$ cat src/rtl/mp_add_sequencer_pkg.sv
// Shared types and sizing helpers for the multi-precision add sequencer.
// The optional signed-overflow output is enabled with the MPADD_OVF_EN macro
// (see mp_add_sequencer.sv).
package mp_add_pkg;

    // Controller states.
    typedef enum logic [1:0] {
        IDLE,
        ISSUE,
        WAIT,
        FINISH
    } state_t;

    // Width of the word index: $clog2(words), never less than one bit.
    function automatic int idx_width(input int words);
        return (words > 1) ? $clog2(words) : 1;
    endfunction

    // Width of the wait counter, which holds values up to lat-1.
    function automatic int cnt_width(input int lat);
        return (lat > 1) ? $clog2(lat) : 1;
    endfunction

    // Sizing for the default configuration (WORDS=4, ADD_LAT=0).
    localparam int DEF_WORDS   = 4;
    localparam int DEF_ADD_LAT = 0;
    localparam int DEF_IDX_W   = idx_width(DEF_WORDS);
    localparam int DEF_CNT_W   = cnt_width(DEF_ADD_LAT);

endpackage

$ cat src/rtl/mp_add_sequencer.sv
// Multi-precision add controller. Feeds an external WIDTH-bit adder one word
// pair at a time (LSW first), chains the carry between words and registers
// the wide sum and final carry before pulsing done.
// Optional feature: define MPADD_OVF_EN to add the signed-overflow output ovf.
module mp_add_sequencer
    import mp_add_pkg::*;
#(
    parameter int WIDTH   = 32,
    parameter int WORDS   = 4,
    parameter int ADD_LAT = 0
) (
    input  logic                     clk,
    input  logic                     rst,
    input  logic                     start,
    input  logic [WIDTH*WORDS-1:0]   opa,
    input  logic [WIDTH*WORDS-1:0]   opb,
    input  logic                     cin_in,
    output logic                     busy,
    output logic                     done,
    output logic [WIDTH*WORDS-1:0]   sum,
    output logic                     cout_out,
`ifdef MPADD_OVF_EN
    output logic                     ovf,
`endif
    output logic [WIDTH-1:0]         add_a,
    output logic [WIDTH-1:0]         add_b,
    output logic                     add_cin,
    input  logic [WIDTH-1:0]         add_s,
    input  logic                     add_cout
);

    localparam int IW = idx_width(WORDS);
    localparam int CW = cnt_width(ADD_LAT);

    state_t                          state;
    logic [IW-1:0]                   idx;
    logic [CW-1:0]                   cnt;
    logic                            carry;
    logic [WORDS-1:0][WIDTH-1:0]     a_reg;
    logic [WORDS-1:0][WIDTH-1:0]     b_reg;
    logic [WORDS-1:0][WIDTH-1:0]     work;

    logic [WORDS-1:0][WIDTH-1:0]     work_next;
    logic [IW-1:0]                   idx_next;
    logic                            last;
    logic                            capture;

    // Adder result is taken this cycle: immediately in ISSUE for a
    // combinational adder, otherwise when the wait counter runs out.
    always_comb begin
        // NOTE: every always_comb output gets a default first so no path
        // leaves it unassigned, which would infer a latch.
        work_next      = work;
        work_next[idx] = add_s;
        idx_next       = idx + 1'b1;
        last           = (idx == IW'(WORDS - 1));
        capture        = ((state == ISSUE) && (ADD_LAT == 0)) ||
                         ((state == WAIT) && (cnt == '0));
    end

    // Controller FSM; all outputs are registered and loaded one edge ahead
    // so they are valid for the whole cycle of the state they belong to.
    always_ff @(posedge clk) begin
        if (rst) begin
            // NOTE: state is updated with non-blocking assignments so every
            // register samples the pre-edge values of the others.
            state    <= IDLE;
            idx      <= '0;
            cnt      <= '0;
            carry    <= 1'b0;
            a_reg    <= '0;
            b_reg    <= '0;
            work     <= '0;
            busy     <= 1'b0;
            done     <= 1'b0;
            sum      <= '0;
            cout_out <= 1'b0;
`ifdef MPADD_OVF_EN
            ovf      <= 1'b0;
`endif
            add_a    <= '0;
            add_b    <= '0;
            add_cin  <= 1'b0;
        end else begin
            done <= 1'b0;
            case (state)
                IDLE: begin
                    if (start) begin
                        a_reg   <= opa;
                        b_reg   <= opb;
                        carry   <= cin_in;
                        idx     <= '0;
                        add_a   <= opa[WIDTH-1:0];
                        add_b   <= opb[WIDTH-1:0];
                        add_cin <= cin_in;
                        busy    <= 1'b1;
                        state   <= ISSUE;
                    end
                end
                ISSUE, WAIT: begin
                    if (capture) begin
                        work  <= work_next;
                        carry <= add_cout;
                        if (last) begin
                            sum      <= work_next;
                            cout_out <= add_cout;
                            done     <= 1'b1;
`ifdef MPADD_OVF_EN
                            ovf      <= (a_reg[WORDS-1][WIDTH-1] == b_reg[WORDS-1][WIDTH-1]) &&
                                        (add_s[WIDTH-1] != a_reg[WORDS-1][WIDTH-1]);
`endif
                            add_a    <= '0;
                            add_b    <= '0;
                            add_cin  <= 1'b0;
                            state    <= FINISH;
                        end else begin
                            idx     <= idx_next;
                            add_a   <= a_reg[idx_next];
                            add_b   <= b_reg[idx_next];
                            add_cin <= add_cout;
                            state   <= ISSUE;
                        end
                    end else if (state == ISSUE) begin
                        cnt   <= CW'(ADD_LAT - 1);
                        state <= WAIT;
                    end else begin
                        cnt <= cnt - 1'b1;
                    end
                end
                FINISH: begin
                    busy  <= 1'b0;
                    state <= IDLE;
                end
                default: state <= IDLE;
            endcase
        end
    end

endmodule

$ cat config.mk
export PLATFORM = sky130hd
export DESIGN_NAME = mp_add_sequencer
export DESIGN_NICKNAME = d
export VERILOG_FILES = /design/src/rtl/mp_add_sequencer_pkg.sv /design/src/rtl/mp_add_sequencer.sv
export SDC_FILE = /design/constraint.sdc
export NUM_CORES = 1
export LEC_CHECK = 0
export CAP_MARGIN = 20
export CELL_PAD_IN_SITES_DETAIL_PLACEMENT = 1
export CELL_PAD_IN_SITES_GLOBAL_PLACEMENT = 1
export CORE_ASPECT_RATIO = 1.75
export CORE_MARGIN = 2
export CORE_UTILIZATION = 34
export CTS_BUF_LIST = sky130_fd_sc_hd__clkbuf_16
export CTS_CLUSTER_SIZE = 12
export DETAILED_ROUTE_END_ITERATION = 12
export GPL_TIMING_DRIVEN = 0
export PLACE_DENSITY = 0.81
export SLEW_MARGIN = 20
export SYNTH_ARGS = -nofsm -noshare
export SYNTH_HDL_FRONTEND = slang
export SYNTH_SLANG_ARGS = --single-unit
$ cat constraint.sdc
create_clock -name clk -period 1.98 [get_ports clk]
set_input_delay 0.396 -clock clk [delete_from_list [all_inputs] [get_ports clk]]
set_output_delay 0.396 -clock clk [all_outputs]
set_load 0.01 [all_outputs]
==> key figures, run 1 <==
Synth
  – Synth Flop Type: dfxtp_1
  – Yosys top cell by area: dfxtp_1
  – Ys async rst share: 0%
  – Synthesized area: 22100 um2
  – Post-synth net total: 2888
  – Number of synthesized flops with an enable pin: 0
  – Synth area leaders: dfxtp_1 50%, nand2_1 12%, a21oi_1 9.5%
  – Mean Syn Cell Area: 8.54 um2
  – Post-Synthesis Cells: 2587
  – Number of synthesized register bits: 553
  – Synth unique cells: 36
  – Area share of the largest cell type after synthesis: 50.1%
  – Register area share after synthesis: 50.1%
  – YS warnings: 0

Route
  – First drt pass iteration count: 5
  – 1st-iter DRT viols: 695
  – DRC: 0
  – Post-DR vias/cell: 5.28
  – Routed WL: 92400 um
  – Vias: 20900
  – Antenna-violating nets left: 0
  – Routed wire per std cell: 23.3 um

GRT
  – GRT overflow: 0
  – Met3 GRT Util: 6.46%
  – Overall Global Routing Usage: 27.0%
  – GRT Max-Usage Layer: met2
  – Global-route wire length before repair: 136000 um
  – Largest net degree at the start of global routing: 15
  – M2 GR Usage: 51.2%
  – Global-route met1 utilization: 28.1%
  – Vias in the first global route: 22000
  – Initial antenna violation count: 17

Clock tree
  – Clock-pin slew on the worst setup and hold paths: 70 ps
  – CTS tree: done
  – Clock Latency Late Sink: 630 ps
  – Clock buffer count from CTS: 54
  – H-tree depth: 2
  – Clk sinks: 553
  – CTS hold repair buffers: 0
  – Clock tree buffer depth: 3
  – Root Buffer: clkbuf_16

Setup path
  – Crit path DAT: 2480 ps
  – Kind of critical path: reg2reg
  – FF-to-FF End: add_a[12]
  – Worst-path maximum fanout: 10
  – CP endpoint kind: flop
  – R2R setup slack: 30 ps
  – Critical path data required time: 2510 ps
  – Bufs and invs on worst path: 5
  – Crit-path max cell delay: 330 ps
  – CP Cell Sequence: inv_2 -> ha_1 -> buf_4 -> nor2b_4 -> a211oi_4 -> buf_12 -> buf_4 -> buf_12 -> nor2_1 -> a211oi_1
  – Register-to-Register Path Depth: 10
  – CP startpoint kind: flop
  – Crit-path leading delay family: buffers and inverters
  – Crit-path slowest cell: dfxtp_2
  – Worst reg2reg startpoint: state[1]

Final layout
  – # nets final: 3419
  – Post-synthesis to final-layout area growth: 36.6%
  – Commonest non-fill, non-tap cell in the layout: nand2_1
  – Layout cells sized above 1: 11.5%
  – Post-layout util: 46.9%
  – Most frequent cells in the layout: 705 x nand2_1, 546 x dfxtp_1, 411 x a21oi_1

STA
  – Least-Margin Pin Slew: 957 ps
  – Fmax: 512 MHz
  – Final TNS setup: 0 ps
  – Fin. Hold Viols: 0
  – Final setup fails: 0
  – RSZ-0062 raised after global routing: yes
  – Hold_ws: 136 ps
  – Setup Skew: 14.3 ps
  – Post-layout min period: 1950 ps
  – Rel. slew slack: 36.2%
  – Max-slew violation count: 0
  – Slack of the critical path: 26.9 ps
  – Final period utilization: 98.6%

Power and ir drop
  – PwrDens: 943 nW/um2
  – P_leak: 11.9 nW
  – Peak supply drop: 0.657 mV

Die
  – Initial Utilization: 34.3%
  – Die height: 341 um
  – Die area: 67100 um2
  – Core area: 64300 um2
  – Row count: 123
  – Ports: 489
  – Die Wd: 197 um

Run status
  – Status: complete, no violations

Hold path
  – Min-delay src: add_s[17]
  – Hold Path Depth: 3
  – WHS Endpoint: work[81]
  – Hold crit path type: in2reg

Place
  – I/O Buffers: 455
  – Dpl ws: -1110 ps
  – DP Wirelength: 69600 um
  – Gpl congestion: 0.889

Flow run
  – Maxcap violations: 0
## per-layer routing
layer	part of all wire (%)	wire (um)
met1	37	34100
met2	52	48500
met3	6.2	5740
met4	4.4	4070
met5	0.12	107
## stage by stage
stage / cell area, um2 / power, mW / std cells
floorplan: 22100 / 15.6 / 2587
global placement: 27700 / 18.3 / 3854
detailed placement: 27700 / 18.5 / 3854
CTS: 29900 / 28.5 / 3944
global route: 30200 / 29.5 / 3955
finish: 30200 / 28.5 / 3959
## worst register-to-register path: stages (launching register included)
cell	delay [ps]
dfxtp_2	330
inv_2	100
ha_1	160
buf_4	180
nor2b_4	60
a211oi_4	260
buf_12	170
buf_4	160
buf_12	150
nor2_1	50
a211oi_1	230
## cells by family (layout without fill, tap and decap cells)
| group | Yosys count | count (layout) | share of synthesized area, % |
|---|---|---|---|
| fa+ha+maj | 8 | 8 | 0.453 |
| other cells | 0 | 9 | 0 |
| buf+inv | 320 | 871 | 5.94 |
| simple gates | 791 | 791 | 13.7 |
| compound gates | 690 | 690 | 19.2 |
| flops | 553 | 553 | 50.1 |
| mux | 225 | 225 | 10.6 |
## Yosys cell counts (2+ instances only)
master	n
a211oi_1	64
a21oi_1	418
a22o_1	33
buf_1	33
buf_2	62
buf_4	3
buf_6	3
clkbuf_1	149
dfxtp_1	553
ha_1	8
inv_1	69
mux2_2	64
mux2i_1	161
nand2_1	706
nand2b_1	4
nand3b_1	2
nor2_1	70
nor2b_1	3
o211a_1	4
o211ai_1	3
o22ai_1	64
o2bb2ai_1	96
o32ai_1	2
## repair_timing
action                                  CTS  global route
setup buffers                            17            10
cloned                                    2             0
pin swaps                                 5             7
gates resized for setup                 299            84
endpoints found under the setup margin  608           323
## worst max-delay path by stage
stage / from / end / slack, ps / cells after the start
after floorplan: state[0] / add_a[18] / 80 / 9
after global placement: rst / b_reg[33] / -1070 / 5
after detailed placement: start / a_reg[117] / -1110 / 7
after CTS: state[1] / work[35] / -3 / 7
after global routing: state[1] / add_a[14] / -50 / 10
final: state[1] / add_a[12] / 30 / 10
## final cells by class
cell class / instances / area (um2)
Multi-Input combinational cell: 1714 / 9850
Tap cell: 812 / 1020
Timing Repair Buffer: 484 / 4870
Sequential cell: 553 / 11100
Antenna cell: 9 / 22.5
Fill cell: 7548 / 34200
Inverter: 70 / 268
Clock inverter: 21 / 163
Clock buffer: 55 / 1380
Buffer: 241 / 1520
## where the power goes
part / switching, mW / internal (mW) / total [mW]
clock network: 4.50 / 5.20 / 9.70
registers: 0.476 / 11.9 / 12.4
logic: 3.63 / 2.74 / 6.37
Note: power is estimated with default switching activity, not from simulation.
==> inputs of run 2 (changes only) <==
--- a/config.mk
+++ b/config.mk
@@ -10,12 +10,12 @@
 export CELL_PAD_IN_SITES_GLOBAL_PLACEMENT = 1
 export CORE_ASPECT_RATIO = 1.75
 export CORE_MARGIN = 2
-export CORE_UTILIZATION = 34
+export CORE_UTILIZATION = 40
 export CTS_BUF_LIST = sky130_fd_sc_hd__clkbuf_16
 export CTS_CLUSTER_SIZE = 12
 export DETAILED_ROUTE_END_ITERATION = 12
 export GPL_TIMING_DRIVEN = 0
-export PLACE_DENSITY = 0.81
+export PLACE_DENSITY = 0.9
 export SLEW_MARGIN = 20
 export SYNTH_ARGS = -nofsm -noshare
 export SYNTH_HDL_FRONTEND = slang
==> constraint.sdc (replaced) <==
create_clock -name clk -period 2.3 [get_ports clk]
set_input_delay 0.46 -clock clk [delete_from_list [all_inputs] [get_ports clk]]
set_output_delay 0.46 -clock clk [all_outputs]
set_load 0.01 [all_outputs]
==> run 2 against run 1 <==
  * Wire length fell by 0.67%
  * Combinational power fell by 19%
  * Largest power group unchanged
  * Sequential share of layout area rose by 0.98 points
  * Via count rose by 2.6%
  * Critical path depth fell by 2
  * Power fell by 16%
  * Register-to-register slack improved by 30 ps
==> key figures, run 2 (synthesis gave the netlist of run 1 again) <==
Run status
  – Status: complete, no violations (unchanged)

Clock tree
  – H-tree depth: 2 (unchanged)
  – CTS tree: done (unchanged)
  – CTS hold repair buffers: 0 (unchanged)
  – Clk sinks: 553 (unchanged)
  – Clock Latency Late Sink: 590 ps (was 630 ps)
  – Clock-pin slew on the worst setup and hold paths: 70 ps (about the same)
  – Clock buffer count from CTS: 54 (unchanged)
  – Clock tree buffer depth: 3 (unchanged)
  – Root Buffer: clkbuf_16 (unchanged)

Final layout
  – Post-synthesis to final-layout area growth: 32.9% (was 36.6%)
  – Most frequent cells in the layout: 706 x nand2_1, 553 x dfxtp_1, 455 x clkdlybuf4s50_1 (was 705 x nand2_1, 546 x dfxtp_1, 411 x a21oi_1)
  – Commonest non-fill, non-tap cell in the layout: nand2_1 (unchanged)
  – Layout cells sized above 1: 9.04% (was 11.5%)
  – Post-layout util: 53.4% (was 46.9%)
  – # nets final: 3400 (was 3419)
  – FILL cells: 6381 (was 7548)

Setup path
  – CP Cell Sequence: inv_1 -> ha_1 -> buf_2 -> nor3b_1 -> buf_4 -> buf_4 -> a21oi_1 -> a211oi_1 (was inv_2 -> ha_1 -> buf_4 -> nor2b_4 -> a211oi_4 -> buf_12 -> buf_4 -> buf_12 -> nor2_1 -> a211oi_1)
  – Bufs and invs on worst path: 4 (was 5)
  – Setup crit start: state[1] (unchanged)
  – Critical Path End: add_a[17] (was add_a[12])
  – Crit-path max cell delay: 360 ps (was 330 ps)
  – Critical path data required time: 2780 ps (was 2510 ps)
  – Crit path DAT: 2720 ps (was 2480 ps)
  – CP endpoint kind: flop (unchanged)
  – WP depth: 8 (was 10)
  – Worst-path maximum fanout: 10 (unchanged)
  – Crit-path leading delay family: buffers and inverters (unchanged)
  – Worst reg2reg startpoint: state[1] (unchanged)
  – Register-to-Register Path Depth: 8 (was 10)
  – R2R setup slack: 60 ps (was 30 ps)
  – FF-to-FF End: add_a[17] (was add_a[12])
  – Most numerous cell on the critical path: buf_4
  – Crit-path slowest cell: dfxtp_1 (was dfxtp_2)
  – CP startpoint kind: flop (unchanged)
  – Kind of critical path: reg2reg (unchanged)

Die
  – Die area: 57200 um2 (was 67100 um2)
  – Ports: 489 (unchanged)
  – Initial Utilization: 40.2% (was 34.3%)
  – Die height: 315 um (was 341 um)
  – Core area: 54900 um2 (was 64300 um2)
  – Die Wd: 182 um (was 197 um)
  – Row count: 114 (was 123)

STA
  – Slack of the critical path: 56.0 ps (was 26.9 ps)
  – RSZ-0062 raised after global routing: yes (unchanged)
  – Fmax: 446 MHz (was 512 MHz)
  – Final period utilization: 97.6% (was 98.6%)
  – Max-slew violation count: 0 (unchanged)
  – Rel. slew slack: 41.3% (was 36.2%)
  – Final setup fails: 0 (unchanged)
  – Fin. Hold Viols: 0 (unchanged)
  – Least-Margin Pin Slew: 881 ps (was 957 ps)
  – Post-layout min period: 2240 ps (was 1950 ps)
  – Setup Skew: 16.6 ps (was 14.3 ps)
  – Hold_ws: 270 ps (was 136 ps)

Power and ir drop
  – Total power: 23.9 mW (was 28.5 mW)
  – Peak supply drop: 0.601 mV (was 0.657 mV)
  – PwrDens: 816 nW/um2 (was 943 nW/um2)
  – P_leak: 10.9 nW (was 11.9 nW)

Place
  – I/O Buffers: 455 (unchanged)
  – Dpl ws: -790 ps (was -1110 ps)
  – DP Wirelength: 70500 um (was 69600 um)
  – Gpl congestion: 0.913 (was 0.889)

GRT
  – Largest net degree at the start of global routing: 20 (was 15)
  – Initial antenna violation count: 17 (unchanged)
  – GRT overflow: 0 (unchanged)
  – Global-route wire length before repair: 138000 um (was 136000 um)
  – Overall Global Routing Usage: 31.2% (was 27.0%)
  – Vias in the first global route: 23700 (was 22000)

Route
  – Antenna-violating nets left: 0 (unchanged)
  – Vias: 21400 (was 20900)
  – Routed wire per std cell: 24.0 um (was 23.3 um)
  – Routed WL: 91800 um (was 92400 um)
  – 1st-iter DRT viols: 902 (was 695)
  – First drt pass iteration count: 5 (unchanged)
  – Post-DR vias/cell: 5.60 (was 5.28)
  – DRC: 0 (unchanged)

Flow run
  – Maxcap violations: 0 (unchanged)

Hold path
  – Hold crit path type: in2reg (unchanged)
run 2: power breakdown:
part / leakage (nW) / internal [mW] / switching, mW
clock network: 0.773 / 4.26 / 3.80
logic: 5.61 / 2.17 / 3.02
registers: 4.51 / 10.3 / 0.447
total: 10.9 / 16.7 / 7.26
run 2: area by class of cell:
cell class              instances  area, um2  share of cell area (%)
plain buffers                 246       1290                    4.39
well taps                     696        871                    2.97
inverters                      70        263                   0.895
multi-input cells            1714       9740                    33.2
clock buffers                  55       1380                    4.69
flip-flops and latches        553      11100                    37.7
repair buffers                460       4600                    15.7
clock inverters                23        114                   0.388
diodes                         11       27.5                  0.0938
run 2: repair_timing:
| item | CTS | global route |
|---|---|---|
| buffers inserted | 3 | 2 |
| pin swaps | 3 | 1 |
| setup endpoints to repair | 449 | 289 |
| gates resized for setup | 86 | 94 |
run 2: through the flow:
| stage | std cells | setup TNS [ps] | instance area [um2] |
|---|---|---|---|
| global placement | 3738 | -131680 | 27500 |
| detailed placement | 3738 | -155140 | 27500 |
| global route | 3825 | -69.0 | 29300 |
| CTS | 3817 | 0 | 29200 |
| floorplan | 2587 | 0 | 22100 |
| finish | 3828 | 0 | 29300 |
run 2: tightest hold or removal path, stage by stage:
cell and delay (ps):
buf_1 180, nand2_1 100, a21oi_1 60
run 2: how the worst min path moves through the flow:
stage	slack (ps)	cells after the start	from	to
floorplan	430	2	a_reg[100]	a_reg[100]
global placement	440	2	a_reg[100]	a_reg[100]
detailed placement	450	1	sum[63]	sum[63]
CTS	240	3	add_s[31]	work[95]
global route	270	3	add_s[26]	work[58]
finish	270	3	add_s[31]	work[95]
run 2: layer usage:
layer / wire, um / part of all wire, % / global-route usage (%)
met5: 75 / 0.082 / 0
met4: 6730 / 7.3 / 21.0
met3: 5520 / 6.0 / 5.63
met2: 48300 / 53 / 59.8
met1: 31200 / 34 / 30.2
